## config.mk

```make
export PLATFORM = sky130hd
export DESIGN_NAME = conv_mac_engine
export DESIGN_NICKNAME = d
export VERILOG_FILES = /design/src/rtl/conv_pkg.sv /design/src/rtl/conv_mac.sv /design/src/rtl/conv_mac_engine.sv
export SDC_FILE = /design/constraint.sdc
export NUM_CORES = 1
export LEC_CHECK = 0
export CAP_MARGIN = 20
export CORE_AREA = 4 4 130 132
export DETAILED_ROUTE_END_ITERATION = 8
export DIE_AREA = 0 0 134 136
export GPL_ROUTABILITY_DRIVEN = 0
export PLACE_DENSITY = 0.69
export SETUP_SLACK_MARGIN = 0.4
export SLEW_MARGIN = 20
export SYNTH_ARGS = -nofsm -noshare
export SYNTH_HDL_FRONTEND = slang
export SYNTH_SLANG_ARGS = --single-unit
```

## constraint.sdc

```tcl
create_clock -name clk -period 5.8 [get_ports clk]
set_input_delay 1.45 -clock clk [delete_from_list [all_inputs] [get_ports clk]]
set_output_delay 1.45 -clock clk [all_outputs]
set_load 0.01 [all_outputs]
```

## src/rtl/conv_pkg.sv

```systemverilog
`default_nettype none
// ============================================================================
//  Module      : conv_pkg
//  Description : Shared geometry, tap tables, state encoding and default
//                widths for the 3x3-over-4x4 convolution engine.
//  Revision    : 1.0 - initial release
// ============================================================================
package conv_pkg;

    localparam int IMG_N     = 4;            // image is IMG_N x IMG_N
    localparam int K_N       = 3;            // kernel is K_N x K_N
    localparam int OUT_N     = 2;            // valid region is OUT_N x OUT_N
    localparam int N_TAPS    = K_N * K_N;
    localparam int DEF_PIX_W = 4;
    localparam int DEF_ACC_W = 11;

    // Tap j -> kernel row (j/3) and column (j%3); element [j] of each table.
    localparam logic [N_TAPS-1:0][1:0] TAP_KR = {
        2'd2, 2'd2, 2'd2, 2'd1, 2'd1, 2'd1, 2'd0, 2'd0, 2'd0
    };
    localparam logic [N_TAPS-1:0][1:0] TAP_KC = {
        2'd2, 2'd1, 2'd0, 2'd2, 2'd1, 2'd0, 2'd2, 2'd1, 2'd0
    };

    typedef enum logic [1:0] {
        IDLE  = 2'd0,
        ARMED = 2'd1,
        RUN   = 2'd2
    } state_t;

    // Row-major image address of the pixel under tap 'tap' for output 'pos'.
    // Row and column never exceed 3, so the address is simply {row, col}.
    function automatic logic [3:0] img_index(input logic [1:0] pos,
                                             input logic [3:0] tap);
        logic [1:0] row;
        logic [1:0] col;
        row = {1'b0, pos[1]} + TAP_KR[tap];
        col = {1'b0, pos[0]} + TAP_KC[tap];
        return {row, col};
    endfunction

endpackage
`default_nettype wire

```

## src/rtl/conv_mac.sv

```systemverilog
`default_nettype none
// ============================================================================
//  Module      : conv_mac
//  Description : Unsigned PIX_W x PIX_W multiplier feeding an ACC_W
//                accumulator with synchronous clear and accumulate enables.
//  Revision    : 1.0 - initial release
// ============================================================================
module conv_mac #(
    parameter int PIX_W = 4,
    parameter int ACC_W = 11
) (
    input  logic             clk,
    input  logic             reset,
    input  logic             clr,
    input  logic             en,
    input  logic [PIX_W-1:0] pix,
    input  logic [PIX_W-1:0] coef,
    output logic [ACC_W-1:0] acc
);

    logic [2*PIX_W-1:0] w_prod;
    logic [ACC_W-1:0]   w_prod_ext;
    logic [ACC_W-1:0]   r_acc;

    assign w_prod     = {{PIX_W{1'b0}}, pix} * {{PIX_W{1'b0}}, coef};
    assign w_prod_ext = {{(ACC_W-2*PIX_W){1'b0}}, w_prod};

    // Accumulator: clear has priority; 9 full-scale products fit in ACC_W.
    always_ff @(posedge clk or posedge reset) begin
        if (reset) begin
            r_acc <= '0;
        end else if (clr) begin
            r_acc <= '0;
        end else if (en) begin
            r_acc <= r_acc + w_prod_ext;
        end
    end

    assign acc = r_acc;

endmodule
`default_nettype wire

```

## src/rtl/conv_mac_engine.sv

```systemverilog
`default_nettype none
// ============================================================================
//  Module      : conv_mac_engine
//  Description : 3x3 convolution over a locally stored 4x4 image, sequenced
//                by the one-hot timing vector T; one result per 16-step frame.
//  Revision    : 1.0 - initial release
// ============================================================================
module conv_mac_engine
    import conv_pkg::*;
#(
    parameter int PIX_W = DEF_PIX_W,
    parameter int ACC_W = DEF_ACC_W
) (
    input  logic             clk,
    input  logic             reset,
    input  logic [15:0]      T,
    input  logic             start,
    input  logic             img_we,
    input  logic [3:0]       img_addr,
    input  logic [PIX_W-1:0] img_data,
    input  logic             krn_we,
    input  logic [3:0]       krn_addr,
    input  logic [PIX_W-1:0] krn_data,
    output logic             busy,
    output logic             out_valid,
    output logic [1:0]       out_idx,
    output logic [ACC_W-1:0] out_data,
    output logic             done,
    output logic             t_err
);

    state_t           r_state;
    logic [1:0]       r_pos;
    logic             r_busy;
    logic             r_out_valid;
    logic             r_done;
    logic             r_t_err;
    logic [1:0]       r_out_idx;
    logic [ACC_W-1:0] r_out_data;

    logic [PIX_W-1:0] r_img [0:IMG_N*IMG_N-1];
    logic [PIX_W-1:0] r_krn [0:N_TAPS-1];

    logic             w_onehot;
    logic             w_t0;
    logic [3:0]       w_tap;
    logic [3:0]       w_addr;
    logic             w_clr;
    logic             w_en;
    logic [ACC_W-1:0] w_acc;

    assign w_onehot = (T != 16'h0000) && ((T & (T - 16'h0001)) == 16'h0000);
    assign w_t0     = (T == 16'h0001);

    // Tap number of the active T[1..9] bit (only meaningful when w_en is set).
    always_comb begin
        w_tap = 4'd0;
        for (int k = 1; k <= N_TAPS; k++) begin
            if (T[k]) begin
                w_tap = 4'(k - 1);
            end
        end
    end

    assign w_addr = img_index(r_pos, w_tap);

    // The clear also fires on the ARMED->RUN transition cycle, since that
    // cycle carries the T[0] action of the first frame.
    assign w_clr = ((r_state == ARMED) || (r_state == RUN)) && w_t0;
    assign w_en  = (r_state == RUN) && w_onehot && (|T[9:1]);

    conv_mac #(
        .PIX_W (PIX_W),
        .ACC_W (ACC_W)
    ) u_mac (
        .clk   (clk),
        .reset (reset),
        .clr   (w_clr),
        .en    (w_en),
        .pix   (r_img[w_addr]),
        .coef  (r_krn[w_tap]),
        .acc   (w_acc)
    );

    // Image and kernel stores: writable only while idle; taps above 8 dropped.
    always_ff @(posedge clk or posedge reset) begin
        if (reset) begin
            for (int i = 0; i < IMG_N*IMG_N; i++) begin
                r_img[i] <= '0;
            end
            for (int i = 0; i < N_TAPS; i++) begin
                r_krn[i] <= '0;
            end
        end else if (!r_busy) begin
            if (img_we) begin
                r_img[img_addr] <= img_data;
            end
            if (krn_we && (krn_addr < 4'(N_TAPS))) begin
                r_krn[krn_addr] <= krn_data;
            end
        end
    end

    // Run sequencer with registered status and result outputs.
    always_ff @(posedge clk or posedge reset) begin
        if (reset) begin
            r_state     <= IDLE;
            r_pos       <= 2'd0;
            r_busy      <= 1'b0;
            r_out_valid <= 1'b0;
            r_done      <= 1'b0;
            r_t_err     <= 1'b0;
            r_out_idx   <= 2'd0;
            r_out_data  <= '0;
        end else begin
            r_out_valid <= 1'b0;
            r_done      <= 1'b0;
            case (r_state)
                IDLE: begin
                    if (start) begin
                        r_state <= ARMED;
                        r_busy  <= 1'b1;
                        r_pos   <= 2'd0;
                    end
                end
                ARMED: begin
                    if (w_t0) begin
                        r_state <= RUN;
                    end
                end
                RUN: begin
                    if (!w_onehot) begin
                        r_t_err <= 1'b1;
                    end else if (T[10]) begin
                        r_out_valid <= 1'b1;
                        r_out_data  <= w_acc;
                        r_out_idx   <= r_pos;
                        if (r_pos == 2'd3) begin
                            r_done  <= 1'b1;
                            r_state <= IDLE;
                            r_busy  <= 1'b0;
                        end else begin
                            r_pos <= r_pos + 2'd1;
                        end
                    end
                end
                default: begin
                    r_state <= IDLE;
                    r_busy  <= 1'b0;
                end
            endcase
        end
    end

    assign busy      = r_busy;
    assign out_valid = r_out_valid;
    assign out_idx   = r_out_idx;
    assign out_data  = r_out_data;
    assign done      = r_done;
    assign t_err     = r_t_err;

endmodule
`default_nettype wire
```

==> qor.yml <==
critical_path:
  crit_type: "input port to flip-flop"
  r2r-start: "r_pos[0]"
  startpoint_type: "input port"
  endpoint_kind: "flip-flop"
  r2r_slack_ns: 0.56
  worstPathMaxFanout: 5
  critPathRequiredTime_ns: 6.15
  timing.critical_path.from: "T[4]"
  crit_arrival_ns: 7.20
sta:
  final.setup.tns_ns: -7.031
  worst_pin_slew_ns: 0.8377
  maxSlewViolCount: 0
  grt_setup_unrepaired: "yes"
  period_minus_slack_ns: 6.847
  relSlewSlack_pct: 43.64
  fin_ws_ns: -1.047
  fmax_mhz: 146.0
  setup_viol: 9
  period_share_pct: 118.1
  hold_viol: 0
  hold_ws_ns: 0.4772
  skew_ns: 0.008923
route:
  drtIter0Drc: 453
  drtAntennaViolNets: 0
  drt-pass1-iter-count: 5
  wl_per_cell_um: 18.75
  vias_per_cell: 5.836
  drc: 0
  vias: 6338
  routed_wl_um: 20360
finish:
  nFillCells: 1174
  multi_input_area_um2: 4623
  utilization_pct: 65.80
  drive_gt1_share_pct: 39.66
  area_delta_synth_final_pct: 32.48
  seq_area_um2: 3303
  num-nets-final: 930
  n_antenna_cell: 0
global_route:
  grt_use_total_pct: 22.65
  grt_pass1_vias: 6396
  grt_overflow: 0
  antenna_found_initial: 0
  grt_pass1_wl_um: 32880
  grt_max_degree: 53
floorplan:
  fp.dieH_um: 136
  fp-row-count: 46
  io_pins: 54
  die_w_um: 134
  dieArea_um2: 18220
  start_util_pct: 49.67
  core_um2: 15710
pwr:
  netSwitchingFraction_pct: 30.32
  intPower_mw: 2.592
  pwr-share-clk_pct: 30.7
  vdd_drop_max_v: 0.0002364
  leakage_nw: 4.629
  power_density_nw_per_um2: 359.7
  power_switching_mw: 1.128
  power.share.sequential_pct: 39.4
  p_comb_share_pct: 29.9
clock_tree:
  hold_buffers: 0
  cts.sinks: 132
  clk_pin_slew_ns: 0.06
  cts_buffer_depth: 2
  cts_inserted_buffers: 17
  root_buffer: "clkbuf_16"
  clock_latency_ns: 0.42
  htreeDepth: 4
  cts_tree: "built"
status:
  status: "finished, violations left"
  violations: "negative setup slack"
synth:
  synthArstFlopShare_pct: 100.0
  synth_seq_cells: 132
  syn_area_per_cell_um2: 10.99
  synthesis.nets: 783
  synth_edf_count: 0
  yosys.area.top_type: "dfrtp_1"
  synth_top_cell_area_share_pct: 42.33
  synth_flop_cell: "dfrtp_1"
  synthTopCellsByCount: "dfrtp_1, mux2_2, nand2_1"
  netlist_instances: 710
  synth_warnings: 0
  yosysMostFrequentCell: "dfrtp_1"
  ys_types: 65
  ys_top_cells_by_area: "dfrtp_1, mux2_2, ha_1"
  syn-cell-area_um2: 7804
  seq_area_frac_synth_pct: 42.33
min_path:
  hold_class: "flip-flop to flip-flop"
  hold_start: "t_err"
placement:
  port-buffer-count: 53
  place_hpwl_um: 14220
run:
  drv_cap: 0
==> layout make-up <==
| type | count | share of cell area (%) |
|---|---|---|
| clock buffer | 21 | 4.647 |
| clock inverter | 11 | 1.440 |
| inverter | 37 | 1.392 |
| multi-input combinational | 512 | 44.72 |
| sequential | 132 | 31.95 |
| tap | 216 | 2.614 |
| timing repair buffer | 157 | 13.24 |
==> power by group through the flow <==
stage | Sequential (mW) | Clock (mW) | Combinational (mW)
floorplan | 1.37 | 0 | 0.702
global placement | 1.44 | 0 | 0.929
detailed placement | 1.46 | 0 | 0.971
CTS | 1.45 | 1.15 | 1.06
global route | 1.50 | 1.20 | 1.22
finish | 1.47 | 1.14 | 1.11
==> kinds of logic (layout without fill, tap and decap cells) <==
family / Yosys count / count (layout) / share of synthesized area (%)
compound gates: 118 / 118 / 10.76
mux: 154 / 154 / 22.09
simple gates: 195 / 195 / 13.77
buf+inv: 66 / 226 / 3.383
xor+xnor: 8 / 8 / 0.8979
flops: 132 / 132 / 42.33
fa+ha+maj: 37 / 37 / 6.766
==> per-layer routing <==
| layer | GRT usage (%) | up-vias | routed length (µm) |
|---|---|---|---|
| met5 | 0 | - | 0 |
| met4 | 7.943 | 0 | 457 |
| met3 | 4.626 | 37 | 1087 |
| met2 | 37.00 | 199 | 10060 |
| met1 | 30.16 | 3214 | 8757 |
| li1 | - | 2888 | - |
==> path summary, 6_finish.rpt <==
check / end / cells after the start
max reg2reg: u_mac.acc[10] / 21
min reg2reg: t_err / 1
max in group asynchronous: r_krn[13] / 3
min: t_err / 1
max: u_mac.acc[10] / 28
min in group asynchronous: r_img[20] / 2
==> critical path, stage by stage <==
cell and delay (ns):
buf_8 0.08, nor2_4 0.04, or3_4 0.39, a21oi_4 0.16, buf_6 0.13, ha_4 0.20, a211oi_4 0.24, ha_4 0.20
buf_8 0.14, buf_6 0.12, mux2i_1 0.19, a21oi_1 0.10, o21ai_1 0.11, a221oi_2 0.08, or4_4 0.58, nand2_4 0.10
fa_1 0.44, fa_1 0.46, fa_1 0.51, inv_2 0.05, ha_4 0.27, buf_4 0.10, a211oi_2 0.06, nor2_2 0.20
o21ai_2 0.11, a21o_1 0.18, or3_4 0.38, a21oi_2 0.13
==> registers in the layout, summed over array words and instances, names as in the netlist, 2 cells and up <==
register   count
r_img         64
r_krn         36
out_data      11
u_mac.acc     11
out_idx        2
r_pos          2
r_state        2
==> timing repair <==
item,in CTS,in global routing
gates cloned,1,0
buffers inserted,14,6
hold endpoints to repair,0,0
endpoints found under the setup margin,10,10
resized for setup,82,30
pin swaps,34,31
==> metrics by stage <==
stage / power [mW] / instance area [µm²] / std cells / worst slack, ns
6_report: 3.719 / 10340 / 1086 / -1.047
5_1_grt: 3.915 / 10340 / 1086 / -1.238
4_1_cts: 3.662 / 10180 / 1080 / -1.014
3_5_place_dp: 2.432 / 9190 / 1033 / -1.970
3_3_place_gp: 2.372 / 9190 / 1033 / -1.756
2_1_floorplan: 2.074 / 7949 / 710 / -1.199
==> placed cells by master, fill, tap and decap left out, types with 11 or more instances in the layout <==
master             n
ha_1              20
nor2b_1           13
buf_6             11
nand3_1           11
o21ai_0           15
clkbuf_16         17
buf_4             92
nand2_1           41
nor3_1            15
dfrtp_1          132
o221ai_1          11
mux2i_1           25
a21oi_1           15
inv_1             34
mux2_2           126
clkdlybuf4s50_1   45
nor2_1            32
and2_1            13
(Power assumes the default switching activity.)
